**src/rtl/yuv_pkg.sv**
```systemverilog
`default_nettype none
// ============================================================================
//  Module : yuv_pkg
//  Brief  : Pixel layouts, FSM encodings and chroma helper for the 444->422 packer
//  Rev    : 1.0  initial release
// ============================================================================
package yuv_pkg;

    typedef struct packed {
        logic [7:0] pad;
        logic [7:0] y;
        logic [7:0] u;
        logic [7:0] v;
    } yuv444_px_t;

    typedef struct packed {
        logic [7:0] v;
        logic [7:0] y1;
        logic [7:0] u;
        logic [7:0] y0;
    } yuv422_pair_t;

    localparam logic [0:0] C_ST_EMPTY  = 1'b0;
    localparam logic [0:0] C_ST_HALF   = 1'b1;

    localparam logic [7:0] C_KEEP_HALF = 8'h0F;
    localparam logic [7:0] C_KEEP_FULL = 8'hFF;

    // The 9-bit sum keeps FF+FF+1 from wrapping before the halving.
    function automatic logic [7:0] chroma_avg(input logic [7:0] a, input logic [7:0] b);
        logic [8:0] sum;
        sum = {1'b0, a} + {1'b0, b} + 9'd1;
        return sum[8:1];
    endfunction

endpackage
`default_nettype wire

```
**src/rtl/yuv444_pair_to_422.sv**
```systemverilog
`default_nettype none
// ============================================================================
//  Module : yuv444_pair_to_422
//  Brief  : Combinational merge of two 444 pixels into one shared-chroma 422 pair
//  Rev    : 1.0  initial release
// ============================================================================
module yuv444_pair_to_422
    import yuv_pkg::*;
#(
    parameter int AVERAGE = 1
) (
    input  logic [63:0]  i_word,
    output yuv422_pair_t o_pair
);

    yuv444_px_t px0;
    yuv444_px_t px1;
    logic [7:0] w_u;
    logic [7:0] w_v;
    logic       w_unused_pad;

    assign px0          = i_word[31:0];
    assign px1          = i_word[63:32];
    assign w_unused_pad = ^{px0.pad, px1.pad};

    generate
        if (AVERAGE != 0) begin : g_avg
            assign w_u = chroma_avg(px0.u, px1.u);
            assign w_v = chroma_avg(px0.v, px1.v);
        end else begin : g_dec
            logic w_unused_odd;
            assign w_u          = px0.u;
            assign w_v          = px0.v;
            assign w_unused_odd = ^{px1.u, px1.v};
        end
    endgenerate

    assign o_pair = {w_v, px1.y, w_u, px0.y};

endmodule
`default_nettype wire

```
**src/rtl/yuv444to422_pack.sv**
```systemverilog
`default_nettype none
// ============================================================================
//  Module : yuv444to422_pack
//  Brief  : Packs two 2-pixel 444 beats into one 4-pixel 422 beat on a stream
//  Rev    : 1.0  initial release
// ============================================================================
module yuv444to422_pack
    import yuv_pkg::*;
#(
    parameter int DATA_WIDTH = 64,
    parameter int USER_WIDTH = 1,
    parameter int DEST_WIDTH = 1,
    parameter int CHAIN_ID   = 0,
    parameter int AVERAGE    = 1
) (
    input  logic                    aclk,
    input  logic                    areset,

    input  logic                    src_t_valid,
    output logic                    src_t_ready,
    input  logic [DATA_WIDTH-1:0]   src_t_data,
    input  logic [DATA_WIDTH/8-1:0] src_t_keep,
    input  logic [DATA_WIDTH/8-1:0] src_t_strb,
    input  logic                    src_t_last,
    input  logic [USER_WIDTH-1:0]   src_t_user,
    input  logic [DEST_WIDTH-1:0]   src_t_dest,

    output logic                    dst_t_valid,
    input  logic                    dst_t_ready,
    output logic [DATA_WIDTH-1:0]   dst_t_data,
    output logic [DATA_WIDTH/8-1:0] dst_t_keep,
    output logic [DATA_WIDTH/8-1:0] dst_t_strb,
    output logic                    dst_t_last,
    output logic [USER_WIDTH-1:0]   dst_t_user,
    output logic [DEST_WIDTH-1:0]   dst_t_dest
);

    generate
        if (DATA_WIDTH != 64) begin : g_bad_width
            $error("yuv444to422_pack: only DATA_WIDTH=64 is supported");
        end
    endgenerate

    yuv422_pair_t            w_word;
    logic [0:0]              state_q, state_d;
    logic [31:0]             pack_q, pack_d;
    logic [USER_WIDTH-1:0]   user_q, user_d;
    logic                    match_q, match_d;
    logic                    dst_valid_q, dst_valid_d;
    logic [DATA_WIDTH-1:0]   dst_data_q, dst_data_d;
    logic [DATA_WIDTH/8-1:0] dst_keep_q, dst_keep_d;
    logic                    dst_last_q, dst_last_d;
    logic [USER_WIDTH-1:0]   dst_user_q, dst_user_d;

    logic                    w_accept;
    logic                    w_emit;
    logic                    w_load_half;
    logic                    w_src_match;
    logic [USER_WIDTH:0]     w_user_full;
    logic                    w_unused_user;

    yuv444_pair_to_422 #(
        .AVERAGE (AVERAGE)
    ) u_pair (
        .i_word  (src_t_data[63:0]),
        .o_pair  (w_word)
    );

    assign src_t_ready = !dst_valid_q || dst_t_ready;
    assign w_accept    = src_t_valid && src_t_ready;
    assign w_src_match = (src_t_dest == DEST_WIDTH'(CHAIN_ID));

    // Sideband always comes from the first beat of the pair: latched in HALF, live in EMPTY.
    assign w_user_full   = (state_q == C_ST_HALF) ? {user_q, match_q} : {src_t_user, w_src_match};
    assign w_unused_user = ^w_user_full;

    always_ff @(posedge aclk) begin
        if (areset) begin
            state_q <= C_ST_EMPTY;
        end else begin
            state_q <= state_d;
        end
    end

    always_comb begin
        state_d = state_q;
        if (w_accept) begin
            if (state_q == C_ST_EMPTY && !src_t_last) begin
                state_d = C_ST_HALF;
            end else begin
                state_d = C_ST_EMPTY;
            end
        end
    end

    always_comb begin
        w_emit      = 1'b0;
        w_load_half = 1'b0;
        if (w_accept) begin
            if (state_q == C_ST_HALF || src_t_last) begin
                w_emit = 1'b1;
            end else begin
                w_load_half = 1'b1;
            end
        end
    end

    always_comb begin
        pack_d      = pack_q;
        user_d      = user_q;
        match_d     = match_q;
        dst_valid_d = dst_valid_q;
        dst_data_d  = dst_data_q;
        dst_keep_d  = dst_keep_q;
        dst_last_d  = dst_last_q;
        dst_user_d  = dst_user_q;

        if (w_load_half) begin
            pack_d  = w_word;
            user_d  = src_t_user;
            match_d = w_src_match;
        end

        if (w_emit) begin
            dst_valid_d = 1'b1;
            dst_last_d  = src_t_last;
            dst_user_d  = w_user_full[USER_WIDTH-1:0];
            if (state_q == C_ST_HALF) begin
                dst_data_d = {w_word, pack_q};
                dst_keep_d = C_KEEP_FULL;
            end else begin
                dst_data_d = {32'h0, w_word};
                dst_keep_d = C_KEEP_HALF;
            end
        end else if (dst_t_ready) begin
            dst_valid_d = 1'b0;
        end
    end

    always_ff @(posedge aclk) begin
        if (areset) begin
            pack_q      <= '0;
            user_q      <= '0;
            match_q     <= 1'b0;
            dst_valid_q <= 1'b0;
            dst_data_q  <= '0;
            dst_keep_q  <= '0;
            dst_last_q  <= 1'b0;
            dst_user_q  <= '0;
        end else begin
            pack_q      <= pack_d;
            user_q      <= user_d;
            match_q     <= match_d;
            dst_valid_q <= dst_valid_d;
            dst_data_q  <= dst_data_d;
            dst_keep_q  <= dst_keep_d;
            dst_last_q  <= dst_last_d;
            dst_user_q  <= dst_user_d;
        end
    end

    assign dst_t_valid = dst_valid_q;
    assign dst_t_data  = dst_data_q;
    assign dst_t_keep  = dst_keep_q;
    assign dst_t_strb  = dst_keep_q;
    assign dst_t_last  = dst_last_q;
    assign dst_t_user  = dst_user_q;
    assign dst_t_dest  = '0;

`ifndef SYNTHESIS
    always_ff @(posedge aclk) begin
        assert (areset || !src_t_valid || (&src_t_keep && &src_t_strb))
            else $error("Null byte not supported");
    end

    a_dst_stable : assert property (@(posedge aclk)
        (!areset && dst_t_valid && !dst_t_ready) |=>
        (areset || $stable({dst_t_data, dst_t_keep, dst_t_strb, dst_t_last, dst_t_user})))
        else $error("dst payload changed while stalled");
`endif

endmodule
`default_nettype wire

```
**config.mk**
```make
export PLATFORM = sky130hd
export DESIGN_NAME = yuv444to422_pack
export DESIGN_NICKNAME = d
export VERILOG_FILES = /design/src/rtl/yuv_pkg.sv /design/src/rtl/yuv444_pair_to_422.sv /design/src/rtl/yuv444to422_pack.sv
export SDC_FILE = /design/constraint.sdc
export NUM_CORES = 1
export LEC_CHECK = 0
export ABC_AREA = 1
export ABC_CLOCK_PERIOD_IN_PS = 1530
export BUFFER_PORTS_ARGS = -buffer_cell sky130_fd_sc_hd__buf_4
export CORE_UTILIZATION = 45
export DETAILED_ROUTE_END_ITERATION = 8
export HOLD_SLACK_MARGIN = 0.15
export PLACE_DENSITY = 0.77
export SETUP_SLACK_MARGIN = 0.15
export SYNTH_ARGS = -nofsm -noshare
export SYNTH_HDL_FRONTEND = slang
export SYNTH_SLANG_ARGS = --single-unit
```
**constraint.sdc**
```tcl
create_clock -name aclk -period 1.53 [get_ports aclk]
set_input_delay 0.2295 -clock aclk [delete_from_list [all_inputs] [get_ports aclk]]
set_output_delay 0.2295 -clock aclk [all_outputs]
set_load 0.02 [all_outputs]
```
# Word-level counts from Yosys, hierarchy flattened
# Index checks and enable logic that the tools add are counted.
# totals
ff_bits	109
input_bits	87
# op_classes
add_sub_neg	4
n_bitwise	2
n_reduce_logical	7
muxes	10
# op_table
op	count
64-bit 2-to-1 mux	1
8-bit by 8-bit adder with 9-bit output	2
9-bit by 1-bit adder with 9-bit output, second input constant	2
1-bit 2-to-1 mux	8
8-bit 2-to-1 mux	1
1-bit logical AND	2
1-bit zero test	2
1-bit logical OR	2
1-bit inverter	2
2-bit nonzero test	1

# Logic depth before layout (Yosys ltp)
# depth
ltp_word	5
mapped_depth	11
depth_no_buf	11

# Cells and area by module
# A second synthesis with hierarchy kept.
# unflattened
hier_cells	813
hier_area_um2	5232.5
# modules_own_cells
mod	seq_area_each_um2	area_per_inst_um2	instances	cells_per_inst
yuv444to422_pack	2062.0	4423.0	1	675
yuv444_pair_to_422	0.0	809.5	1	138

# Least setup slack after synthesis
# OpenSTA, ideal clock, no wires.
# synth_path
path_type	input to register
startpoint	input port src_t_data[8]
endpoint	register dst_data_q[11] (netlist: dst_t_data[11])
path_buffers	0
setup_ps	112
t_arrival_ps	1355
stages	9
slack_ps	62
t_required_ps	1418
path_cell_list	inv_1 nand2_1 inv_1 fa_1 o21ai_0 xnor2_1 nand2_1 nand2_1 nand2_1
# synth_via
elab_chain_len	3
# synth_lines
item	line_no	text
start: declaration	yuv444to422_pack.sv:21	input logic [DATA_WIDTH-1:0] src_t_data,
8-bit by 8-bit adder with 9-bit output	yuv_pkg.sv:32	sum = {1'b0, a} + {1'b0, b} + 9'd1;
9-bit by 1-bit adder with 9-bit output	yuv_pkg.sv:32	
64-bit 2-to-1 mux	yuv444to422_pack.sv:128	if (state_q == C_ST_HALF) begin
end signal: assignment	yuv444to422_pack.sv:155	dst_data_q <= dst_data_d;
end: declaration	yuv444to422_pack.sv:50	logic [DATA_WIDTH-1:0] dst_data_q, dst_data_d;
# No other way between the ends.
# A chain may end at the register's enable or synchronous reset.

# Final worst setup path
# layout_path
startpoint	register dst_valid_q (netlist: dst_t_valid)
endpoint	register dst_data_q[51] (netlist: dst_t_data[51])
# layout_via
elab_chain_len	4
# layout_lines
item	line_no	text
start: declaration	yuv444to422_pack.sv:49	logic dst_valid_q, dst_valid_d;
start signal: assignment	yuv444to422_pack.sv:154	dst_valid_q <= dst_valid_d;
1-bit zero test	yuv444to422_pack.sv:69	assign src_t_ready = !dst_valid_q || dst_t_ready;
1-bit logical OR	yuv444to422_pack.sv:69	
1-bit logical AND	yuv444to422_pack.sv:70	assign w_accept = src_t_valid && src_t_ready;
1-bit 2-to-1 mux	yuv444to422_pack.sv:99	if (w_accept) begin
# No other way between the ends.

==> results.ini <==
[clock_tree]
clkTransAtPathRegs_ns=0.09
clk_latency_ns=0.36
htree_num_levels=3
clock_path_buffers=2
cts.root.buffer_cell=clkbuf_8
cts_made_buffers=9
cts_tree=built
cts.sinks=103

[global_routing]
grtUsageMet2=0.413
grt_pass1_vias=4255
grt_first_pass_wirelength_um=19600
grt_use_met1=0.263
grt_max_degree=35
grt-busiest-layer=met2
grt-ovfl-total=0
met3_usage=0.0345
antenna_found_initial=0
grt_use_total=0.223

[synthesis]
yosysMostFrequentCell=nand2_1
synth_cell_types=30
ys_async_sr_fraction=0
yosysWarnings=0
yosys-top-cells-count=nand2_1 (158), dfxtp_1 (103), inv_1 (63)
syn_area_per_cell_um2=7.74
post_synth_instance_area_mm2=0.00470
syn-num-nets=710
synth-main-ff-cell=dfxtp_1
synth_edf_count=0
synth_area_leaders=dfxtp_1 (44%), nand2_1 (13%), o21ai_0 (5.9%), inv_1 (5.0%), a21oi_1 (4.6%)
postSynthCellCount=607
ys_seq_area_frac=0.439
synth_largest_area_cell=dfxtp_1
synth_top_cell_area_share=0.439
synth-seq-cells=103

[floorplanning]
die_area_mm2=0.0108
num_io_pins=172
core_area_mm2=0.00995
num_rows=36
start_util=0.472
die_x_um=104
die_h_um=104

[route]
drtPass1Iterations=5
via_per_inst=4.93
wirelength_um=11800
drt_iter0_drc=144
drc_errors=0
avgRoutedWirePerCell_um=13.3
vias=4400
ant_nets=0

[status]
status=complete, no violations

[cells_and_area]
final_nets=857
areaGrowthSynthToFinish_pct=31.9
fin_area_mm2=0.00619
antennaDiodeCount=0
drive_gt1_frac=0.260

[worst_setup_path]
crit_fanout=14
critPathMostFrequentCell=nand2_4
worstSetupEndpointType=flip-flop
crit_path_cell_trace=nand2_4 > nand2_4 > inv_4 > nand2_2 > nor2_4 > a22o_1
crit_buf_inv=1
path_delay_family=simple AND/OR/NAND/NOR gates
slowest_delay_ns=0.41
crit_required_ns=1.83
cp-start-kind=flip-flop
cp.arrival_ns=1.60
critical_path_class=reg2reg
slowest_stage=nor2_4

[place]
io_buffer_count=137
place_hpwl_um=8380
place_area_mm2=0.00580
gp_congestion=0.803

[run]
cap_violations=0

[power]
ir_worst_vdd_mv=0.561
leakage_nw=3.17
p_per_area_mw_per_mm2=960

[timing]
setup_violations=0
clock.fmax_mhz=766
clock_skew_ns=0.0107
period_share=0.853
rsz0062_at_grt=yes
final-max-slew-violation-count=0
hold_violations=0
fin_crit_ns=1.31
holdWs_ns=0.181

[worst_hold_path]
worstHoldPathType=in2reg

[stage by stage]
| stage | power [mW] | util | setup WS (ns) | instances | setup TNS (ns) |
|---|---|---|---|---|---|
| 6_report | 5.95 | 0.622 | 0.224 | 892 | 0 |
| 5_1_grt | 6.28 | 0.622 | 0.141 | 892 | 0 |
| 4_1_cts | 5.98 | 0.621 | 0.163 | 892 | 0 |
| 3_5_place_dp | 4.38 | 0.583 | -0.199 | 856 | -1.93 |
| 3_3_place_gp | 4.33 | 0.583 | -0.0940 | 856 | -0.496 |
| 2_1_floorplan | 3.88 | - | 0.165 | 607 | 0 |
[cell type report]
cell class                 instances  area (um^2)
fill                             910         3760
timing repair buffer             178         1410
inverter                          67          264
sequential                       103         2060
clock inverter                     6         43.8
clock buffer                      10          138
tap                              133          166
multi-input combinational        395         2110
[power by group]
group | switching, mW | internal, mW | total (mW)
Clock | 0.925 | 0.646 | 1.57
Combinational | 0.806 | 0.616 | 1.42
Sequential | 0.0995 | 2.85 | 2.95
[worst min-delay path, stage by stage]
cell and delay [ns]:
buf_4 0.08, inv_1 0.05, nand2_4 0.07, o21ai_0 0.07
[final timing paths]
| check | endpoint | from | slack, ns | cells past startpoint |
|---|---|---|---|---|
| worst min-delay path | dst_t_valid$_SDFFE_PP0P_ | dst_t_ready | 0.18 | 4 |
| worst max-delay path | dst_t_data[51]$_SDFFE_PP0P_ | dst_t_valid$_SDFFE_PP0P_ | 0.22 | 6 |
| worst min register to register | dst_t_data[14]$_SDFFE_PP0P_ | dst_t_data[14]$_SDFFE_PP0P_ | 0.46 | 2 |
| worst max register to register | dst_t_data[51]$_SDFFE_PP0P_ | dst_t_valid$_SDFFE_PP0P_ | 0.22 | 6 |
[logic make-up (layout without fill, tap and decap cells)]
kind of cell / count (synthesis) / in the layout / share of synthesized area
and+or+nand+nor: 230 / 231 / 0.203
AOI/OAI and AO/OA: 125 / 125 / 0.150
buffers and inverters: 110 / 261 / 0.116
DFF: 103 / 103 / 0.439
adders and majority gates: 16 / 16 / 0.0458
muxes: 16 / 16 / 0.0341
xor gates and xnor gates: 6 / 6 / 0.0112
other: 1 / 1 / 0.000799
[state kept, by name, summed over array words and instances (netlist names)]
name and flops:
dst_t_data 64, dst_t_keep 2, dst_t_last 1, dst_t_user 1, dst_t_valid 1, match_q 1
pack_q 32, state_q 1
[timing repair]
action	4_1_cts	5_1_grt
gates cloned	1	0
pin swaps	1	0
gates resized for setup	2	7
setup endpoints to repair	62	51
hold buffers	17	0
setup buffers	2	0
endpoints found under the hold margin	33	0
[metal layers]
| layer | share of wire | vias to the layer above | routed length, um |
|---|---|---|---|
| li1 | - | 2224 | - |
| met1 | 0.42 | 2004 | 4980 |
| met5 | 0 | - | 0 |
| met4 | 0.012 | 0 | 138 |
| met2 | 0.51 | 157 | 6050 |
| met3 | 0.054 | 15 | 644 |
[cells in the final DEF, fill, tap and decap left out, types with 3 or more instances in the layout]
cell	Yosys	final
o21ai_0	55	51
inv_4	2	3
nor2_1	41	41
a22o_1	19	19
ha_1	14	14
inv_1	63	63
inv_6	0	3
clkbuf_8	0	10
nand3_1	21	21
buf_4	20	158
nand2_1	158	158
dlygate4sd3_1	0	17
nor2_4	2	3
mux2i_1	16	16
a21oi_1	43	43
dfxtp_1	103	101
o21ai_1	5	9
xnor2_1	4	4
(Power assumes the default switching activity.)
